## config.mk

```make
export PLATFORM = sky130hd
export DESIGN_NAME = rtc_calendar_ctl
export DESIGN_NICKNAME = d
export VERILOG_FILES = /design/src/rtl/rtc_calendar_ctl_pkg.sv /design/src/rtl/rtc_calendar_ctl_counter.sv /design/src/rtl/rtc_calendar_ctl.sv
export SDC_FILE = /design/constraint.sdc
export NUM_CORES = 1
export LEC_CHECK = 0
export ABC_AREA = 1
export BUFFER_PORTS_ARGS = -buffer_cell sky130_fd_sc_hd__buf_2
export CAP_MARGIN = 20
export CORE_AREA = 2 2 111 113
export CTS_CLUSTER_DIAMETER = 50
export DETAILED_ROUTE_END_ITERATION = 7
export DIE_AREA = 0 0 113 115
export GPL_ROUTABILITY_DRIVEN = 0
export HOLD_SLACK_MARGIN = 0.02
export PLACE_DENSITY = 0.79
export SLEW_MARGIN = 0
export SYNTH_ARGS = -nofsm -noshare
export SYNTH_HDL_FRONTEND = slang
export SYNTH_HIERARCHICAL = 1
export SYNTH_SLANG_ARGS = --single-unit
export TNS_END_PERCENT = 5
```

## constraint.sdc

```tcl
create_clock -name clk -period 6.8 [get_ports clk]
set_input_delay 0.34 -clock clk [delete_from_list [all_inputs] [get_ports clk]]
set_output_delay 0.34 -clock clk [all_outputs]
set_load 0.005 [all_outputs]
```

## src/rtl/rtc_calendar_ctl_pkg.sv

```systemverilog
// Shared types and helpers for the RTC calendar sequencer: FSM/set-field encodings,
// BCD digit constants, month lengths and leap-year arithmetic on BCD values.
package rtc_calendar_ctl_pkg;

   // State encodings double as the set_field codes presented to the display blink logic
   typedef enum logic [2:0] {
      ST_RUN       = 3'd0,
      ST_SET_YEAR  = 3'd1,
      ST_SET_MONTH = 3'd2,
      ST_SET_DAY   = 3'd3,
      ST_SET_HOUR  = 3'd4,
      ST_SET_MIN   = 3'd5
   } state_t;

   localparam logic [3:0] BCD_ZERO = 4'h0;
   localparam logic [3:0] BCD_NINE = 4'h9;

   localparam logic [7:0] DIM_31 = 8'h31;
   localparam logic [7:0] DIM_30 = 8'h30;
   localparam logic [7:0] DIM_29 = 8'h29;
   localparam logic [7:0] DIM_28 = 8'h28;

   function automatic logic [7:0] bcd2_inc(input logic [7:0] v);
      logic [7:0] r;
      if (v[3:0] == BCD_NINE) r = {v[7:4] + 4'd1, BCD_ZERO};
      else                    r = {v[7:4], v[3:0] + 4'd1};
      return r;
   endfunction

   // Two-digit BCD TU is a multiple of 4 iff (T even, U in 0/4/8) or (T odd, U in 2/6)
   function automatic logic bcd2_div4(input logic [7:0] v);
      logic [3:0] u;
      u = v[3:0];
      if (v[4]) return (u == 4'd2) || (u == 4'd6);
      else      return (u == 4'd0) || (u == 4'd4) || (u == 4'd8);
   endfunction

   function automatic logic is_leap(input logic [15:0] y);
      if (y[7:0] != 8'h00) return bcd2_div4(y[7:0]);
      else                 return bcd2_div4(y[15:8]);
   endfunction

   function automatic logic [7:0] days_in_month(input logic [7:0] m, input logic leap);
      logic [7:0] d;
      case (m)
         8'h04, 8'h06, 8'h09, 8'h11: d = DIM_30;
         8'h02:                      d = leap ? DIM_29 : DIM_28;
         default:                    d = DIM_31;
      endcase
      return d;
   endfunction

   function automatic state_t fsm_next(input state_t s, input logic mode, input logic nxt);
      state_t n;
      n = s;
      if (mode) begin
         n = (s == ST_RUN) ? ST_SET_YEAR : ST_RUN;
      end else if (nxt) begin
         case (s)
            ST_SET_YEAR:  n = ST_SET_MONTH;
            ST_SET_MONTH: n = ST_SET_DAY;
            ST_SET_DAY:   n = ST_SET_HOUR;
            ST_SET_HOUR:  n = ST_SET_MIN;
            ST_SET_MIN:   n = ST_RUN;
            default:      n = s;
         endcase
      end
      return n;
   endfunction

endpackage

```

## src/rtl/rtc_calendar_ctl_counter.sv

```systemverilog
// Two-digit BCD counter with programmable wrap range, synchronous load and carry out.
module bcd2_counter
   import rtc_calendar_ctl_pkg::*;
#(
   parameter logic [7:0] RST_VAL = 8'h00
) (
   input  logic       clk,
   input  logic       rst,
   input  logic       inc,
   input  logic       load,
   input  logic [7:0] load_val,
   input  logic [7:0] min_val,
   input  logic [7:0] max_val,
   output logic [7:0] value,
   output logic       carry_out_c
);

   assign carry_out_c = inc && !load && (value >= max_val);

   // Load wins over increment; reaching max wraps back to the programmed minimum
   always_ff @(posedge clk) begin
      if (rst)               value <= RST_VAL;
      else if (load)         value <= load_val;
      else if (inc) begin
         if (value >= max_val) value <= min_val;
         else                  value <= bcd2_inc(value);
      end
   end

endmodule

```

## src/rtl/rtc_calendar_ctl.sv

```systemverilog
// BCD date/time keeper with a key-driven field-set FSM; feeds the display controller.
module rtc_calendar_ctl
   import rtc_calendar_ctl_pkg::*;
#(
   parameter logic [15:0] RST_YEAR  = 16'h2015,
   parameter logic [7:0]  RST_MONTH = 8'h01,
   parameter logic [7:0]  RST_DAY   = 8'h01
) (
   input  logic        clk,
   input  logic        rst,
   input  logic        tick_1hz,
   input  logic        key_mode,
   input  logic        key_next,
   input  logic        key_inc,
   output logic [7:0]  second,
   output logic [7:0]  minute,
   output logic [7:0]  hour,
   output logic [7:0]  day,
   output logic [7:0]  month,
   output logic [15:0] year,
   output logic [2:0]  set_field
);

   state_t     state;
   state_t     state_nxt_c;
   logic [7:0] year_lo;
   logic [7:0] year_hi;
   logic [7:0] dim_c;
   logic       clamp_c;
   logic       tick_c;
   logic       inc_c;
   logic       clear_sec_c;
   logic       sec_carry_c, min_carry_c, hour_carry_c, day_carry_c, month_carry_c;
   logic       year_lo_carry_c;
   logic       year_hi_carry_unused;

   assign year        = {year_hi, year_lo};
   assign dim_c       = days_in_month(month, is_leap(year));
   assign clamp_c     = day > dim_c;
   assign state_nxt_c = fsm_next(state, key_mode, key_next);

   // A pending day clamp freezes every other field update for that cycle
   assign tick_c      = (state == ST_RUN) && tick_1hz && !clamp_c;
   assign inc_c       = (state != ST_RUN) && key_inc && !key_mode && !key_next && !clamp_c;
   assign clear_sec_c = (state == ST_SET_MIN) && key_next && !key_mode;

   always_ff @(posedge clk) begin
      if (rst) begin
         state     <= ST_RUN;
         set_field <= 3'(ST_RUN);
      end else begin
         state     <= state_nxt_c;
         set_field <= 3'(state_nxt_c);
      end
   end

   bcd2_counter #(.RST_VAL(8'h00)) u_second (
      .clk(clk), .rst(rst), .inc(tick_c), .load(clear_sec_c), .load_val(8'h00),
      .min_val(8'h00), .max_val(8'h59), .value(second), .carry_out_c(sec_carry_c)
   );

   // Run-mode carries ride on tick_c, so an edit wrap never ripples into the next field
   bcd2_counter #(.RST_VAL(8'h00)) u_minute (
      .clk(clk), .rst(rst),
      .inc(sec_carry_c || (inc_c && state == ST_SET_MIN)),
      .load(1'b0), .load_val(8'h00),
      .min_val(8'h00), .max_val(8'h59), .value(minute), .carry_out_c(min_carry_c)
   );

   bcd2_counter #(.RST_VAL(8'h00)) u_hour (
      .clk(clk), .rst(rst),
      .inc((tick_c && min_carry_c) || (inc_c && state == ST_SET_HOUR)),
      .load(1'b0), .load_val(8'h00),
      .min_val(8'h00), .max_val(8'h23), .value(hour), .carry_out_c(hour_carry_c)
   );

   bcd2_counter #(.RST_VAL(RST_DAY)) u_day (
      .clk(clk), .rst(rst),
      .inc((tick_c && hour_carry_c) || (inc_c && state == ST_SET_DAY)),
      .load(clamp_c), .load_val(dim_c),
      .min_val(8'h01), .max_val(dim_c), .value(day), .carry_out_c(day_carry_c)
   );

   bcd2_counter #(.RST_VAL(RST_MONTH)) u_month (
      .clk(clk), .rst(rst),
      .inc((tick_c && day_carry_c) || (inc_c && state == ST_SET_MONTH)),
      .load(1'b0), .load_val(8'h00),
      .min_val(8'h01), .max_val(8'h12), .value(month), .carry_out_c(month_carry_c)
   );

   bcd2_counter #(.RST_VAL(RST_YEAR[7:0])) u_year_lo (
      .clk(clk), .rst(rst),
      .inc((tick_c && month_carry_c) || (inc_c && state == ST_SET_YEAR)),
      .load(1'b0), .load_val(8'h00),
      .min_val(8'h00), .max_val(8'h99), .value(year_lo), .carry_out_c(year_lo_carry_c)
   );

   // Upper year digits follow the lower pair in both run and edit, giving 9999 -> 0000
   bcd2_counter #(.RST_VAL(RST_YEAR[15:8])) u_year_hi (
      .clk(clk), .rst(rst), .inc(year_lo_carry_c), .load(1'b0), .load_val(8'h00),
      .min_val(8'h00), .max_val(8'h99), .value(year_hi), .carry_out_c(year_hi_carry_unused)
   );

endmodule

```

==> metrics.cfg <==
[status]
outcome = finished with violations
violations = design-rule violations

[floorplan]
die_width_um = 113
dieHeight_um = 115
start_util_pct = 58.7
die_area_sq_um = 13000
coreArea_sq_um = 11800
rows = 40
io_pins = 65

[worst_setup_path]
crit_required_ns = 7.07
r2r_setup_slack_ns = 0.83
endpoint_kind = flop
cp-endpoint = u_year_hi/value[3]
crit_fanout = 11
r2r-start = u_month/value[7]
cp.depth = 58
reg2reg_to = u_year_hi/value[3]
worstRegToRegCells = 58
startpoint = u_month/value[7]
crit_top_cell = nand2_1
cp_slowest_cell = dfxtp_1
max_stage_delay_ns = 0.35
crit_path_start_kind = flop
worst-path-buf-inv = 18
worstSetupPathType = flop to flop
arrival_ns = 6.25
crit_family = simple AND/OR/NAND/NOR gates

[synthesis]
ys_warn_count = 6
synth_seq_cells = 59
synth_cells = 1170
synth.distinct_cells = 40
synth_area_sq_um = 6930
synth-seq-area-share_pct = 17.0
avgSynthCellArea_sq_um = 5.93

[pwr]
vdd_drop_max_v = 0.0000955
power_frac_seq_pct = 33.4
p_total_mw = 1.19
p_switching_mw = 0.377
p_int_mw = 0.811
p_leak_nw = 4.76
power_density_nw_per_um2 = 141
p_sw_share_pct = 31.7
comb_power_share_pct = 25.0
clockPowerShare_pct = 41.6

[placement]
dpl.cell_count = 1546
portBuffers = 64
placed_area_sq_um = 8050
dp_hpwl_mm = 12.5

[finish]
nFillCells = 1098
drive_above_1_share_pct = 14.2
fin_area_sq_um = 8390
finalNonFillerCells = 1560
antenna_cells = 0
area_delta_synth_final_pct = 21.1
fin_nets = 1482
layout_common_cells = 348 x nand2_1, 209 x inv_1, 170 x conb_1
final_common_cell = nand2_1

[detailed_routing]
highest_layer = met4
vias_per_cell = 4.74
drc_errors = 4
vias = 7400
ant_nets = 0
wl_met3_um = 561
wl_met1_mm = 7.56
wire_per_inst_um = 10.2
wl_mm = 16.0
drtIter0Drc = 391
routed-wl-met2_mm = 7.51
dr.pass1.iters = 7

[timing]
finalMaxSlewViolations = 0
slew_headroom_pct = 45.6
worst_clock_skew_ns = 0.00846
post-route-min-period_ns = 5.97
period_share_pct = 87.9
finalSetupViolations = 0
clock.fmax_mhz = 167
hold_slack_ns = 0.263
tightest_slew_ns = 0.817
hold_violations = 0

[cts]
root_buffer = clkbuf_16
clkLatencyLatePin_ns = 0.33
cts_tree = done
cts.sinks = 59
cts_buffers = 9
hold_buffers = 0
cts_buffer_depth = 2
cts.clk_slew.worst_paths_ns = 0.05
htree_levels = 3

[global_routing]
grt_max_degree = 38
grt.total_usage_pct = 25.8
grt_pass1_wl_mm = 28.2
grt.overflow.total = 0
grt_pass1_vias = 6644
antenna_found_initial = 0

[job]
drv_cap = 0

[hold_path]
hp-start = key_mode
min_path_type = input pin to flop

synth_stat cells:
| library cell | n | share of area, % |
|---|---|---|
| o21ai_1 | 3 | 0.22 |
| o211ai_2 | 1 | 0.18 |
| clkinv_1 | 1 | 0.054 |
| nand4_1 | 25 | 2.3 |
| a21oi_1 | 57 | 4.1 |
| buf_2 | 2 | 0.14 |
| a21oi_4 | 1 | 0.23 |
| nand3_2 | 4 | 0.58 |
| o21ai_0 | 14 | 1.0 |
| nor3_1 | 2 | 0.14 |
| conb_1 | 2 | 0.11 |
| nor4_1 | 1 | 0.090 |
| nand3_4 | 7 | 1.8 |
| or2_0 | 1 | 0.090 |
| o211ai_1 | 22 | 2.4 |
| nand3b_1 | 1 | 0.11 |
| dfxtp_1 | 59 | 17 |
| or2_2 | 18 | 1.6 |
| a22oi_1 | 25 | 2.7 |
| nor2_4 | 11 | 1.8 |
| nand3_1 | 113 | 8.2 |
| nor2_1 | 86 | 4.7 |
| nand2_2 | 13 | 1.2 |
| xnor2_1 | 2 | 0.25 |
| nor3_2 | 5 | 0.72 |
| nand4_4 | 1 | 0.31 |
| a2111oi_1 | 1 | 0.14 |
| xor2_1 | 2 | 0.25 |
| a21o_1 | 8 | 0.87 |
| nand2_4 | 3 | 0.49 |
| inv_1 | 209 | 11 |
| ha_1 | 66 | 12 |
| nand4_2 | 1 | 0.18 |
| o22ai_1 | 1 | 0.090 |
| buf_4 | 5 | 0.54 |
| nor2_2 | 12 | 1.1 |
| a21oi_2 | 2 | 0.25 |
| nand2_1 | 348 | 19 |
| nor2_8 | 1 | 0.29 |
| inv_2 | 34 | 1.8 |
worst min path at each step:
stage,endpoint,slack [ns],cells after the start
2_1_floorplan,state[0],0.41,1
3_3_place_gp,state[2],0.56,2
3_5_place_dp,state[2],0.57,2
4_1_cts,state[2],0.25,2
5_1_grt,state[2],0.26,2
6_report,state[2],0.26,2
registers in the layout, summed over array words and instances, names as in the netlist:
name             count
u_day/value          8
u_hour/value         8
u_minute/value       8
u_month/value        8
u_second/value       8
u_year_hi/value      8
u_year_lo/value      8
state                3
cell type report:
cell class,count,area (sq um),area share (%)
Multi-Input combinational cell,1028,5450,64.9
Timing Repair Buffer,68,350,4.17
Clock buffer,12,256,3.06
Tap cell,147,184,2.19
Sequential cell,59,1180,14.1
Clock inverter,2,60.1,0.715
Inverter,244,916,10.9
stage by stage:
stage,setup TNS [ns],worst slack [ns],util (%)
4_1_cts,0,0.248,70.8
3_5_place_dp,0,0.311,68.2
2_1_floorplan,0,1.06,-
6_report,0,0.826,71.1
5_1_grt,-0.00333,-0.00333,71.1
3_3_place_gp,0,0.624,68.2
power by group through the flow:
stage          Sequential [mW]  Clock (mW)  Combinational [mW]
2_1_floorplan            0.399           0               0.227
3_3_place_gp             0.404           0               0.285
3_5_place_dp             0.404           0               0.288
4_1_cts                  0.397       0.502               0.290
5_1_grt                  0.401       0.517               0.349
6_report                 0.397       0.494               0.297
metal layers:
metal,vias up,global-route usage (%)
li1,4045,-
met1,3191,32.2
met2,136,45.8
met3,28,3.32
met4,0,9.35
met5,-,0
what timing repair did:
action / 4_1_cts / 5_1_grt
resized for setup: 0 / 8
setup endpoints to repair: 0 / 13
setup buffers: 0 / 0
logic make-up after synthesis:
kind of cell | share of synthesized area (%)
flops | 17.0
fa+ha+maj | 11.9
xor+xnor | 0.505
simple gates | 44.3
buf+inv | 13.9
compound gates | 12.2
other cells | 0.108
(Power assumes the default switching activity.)
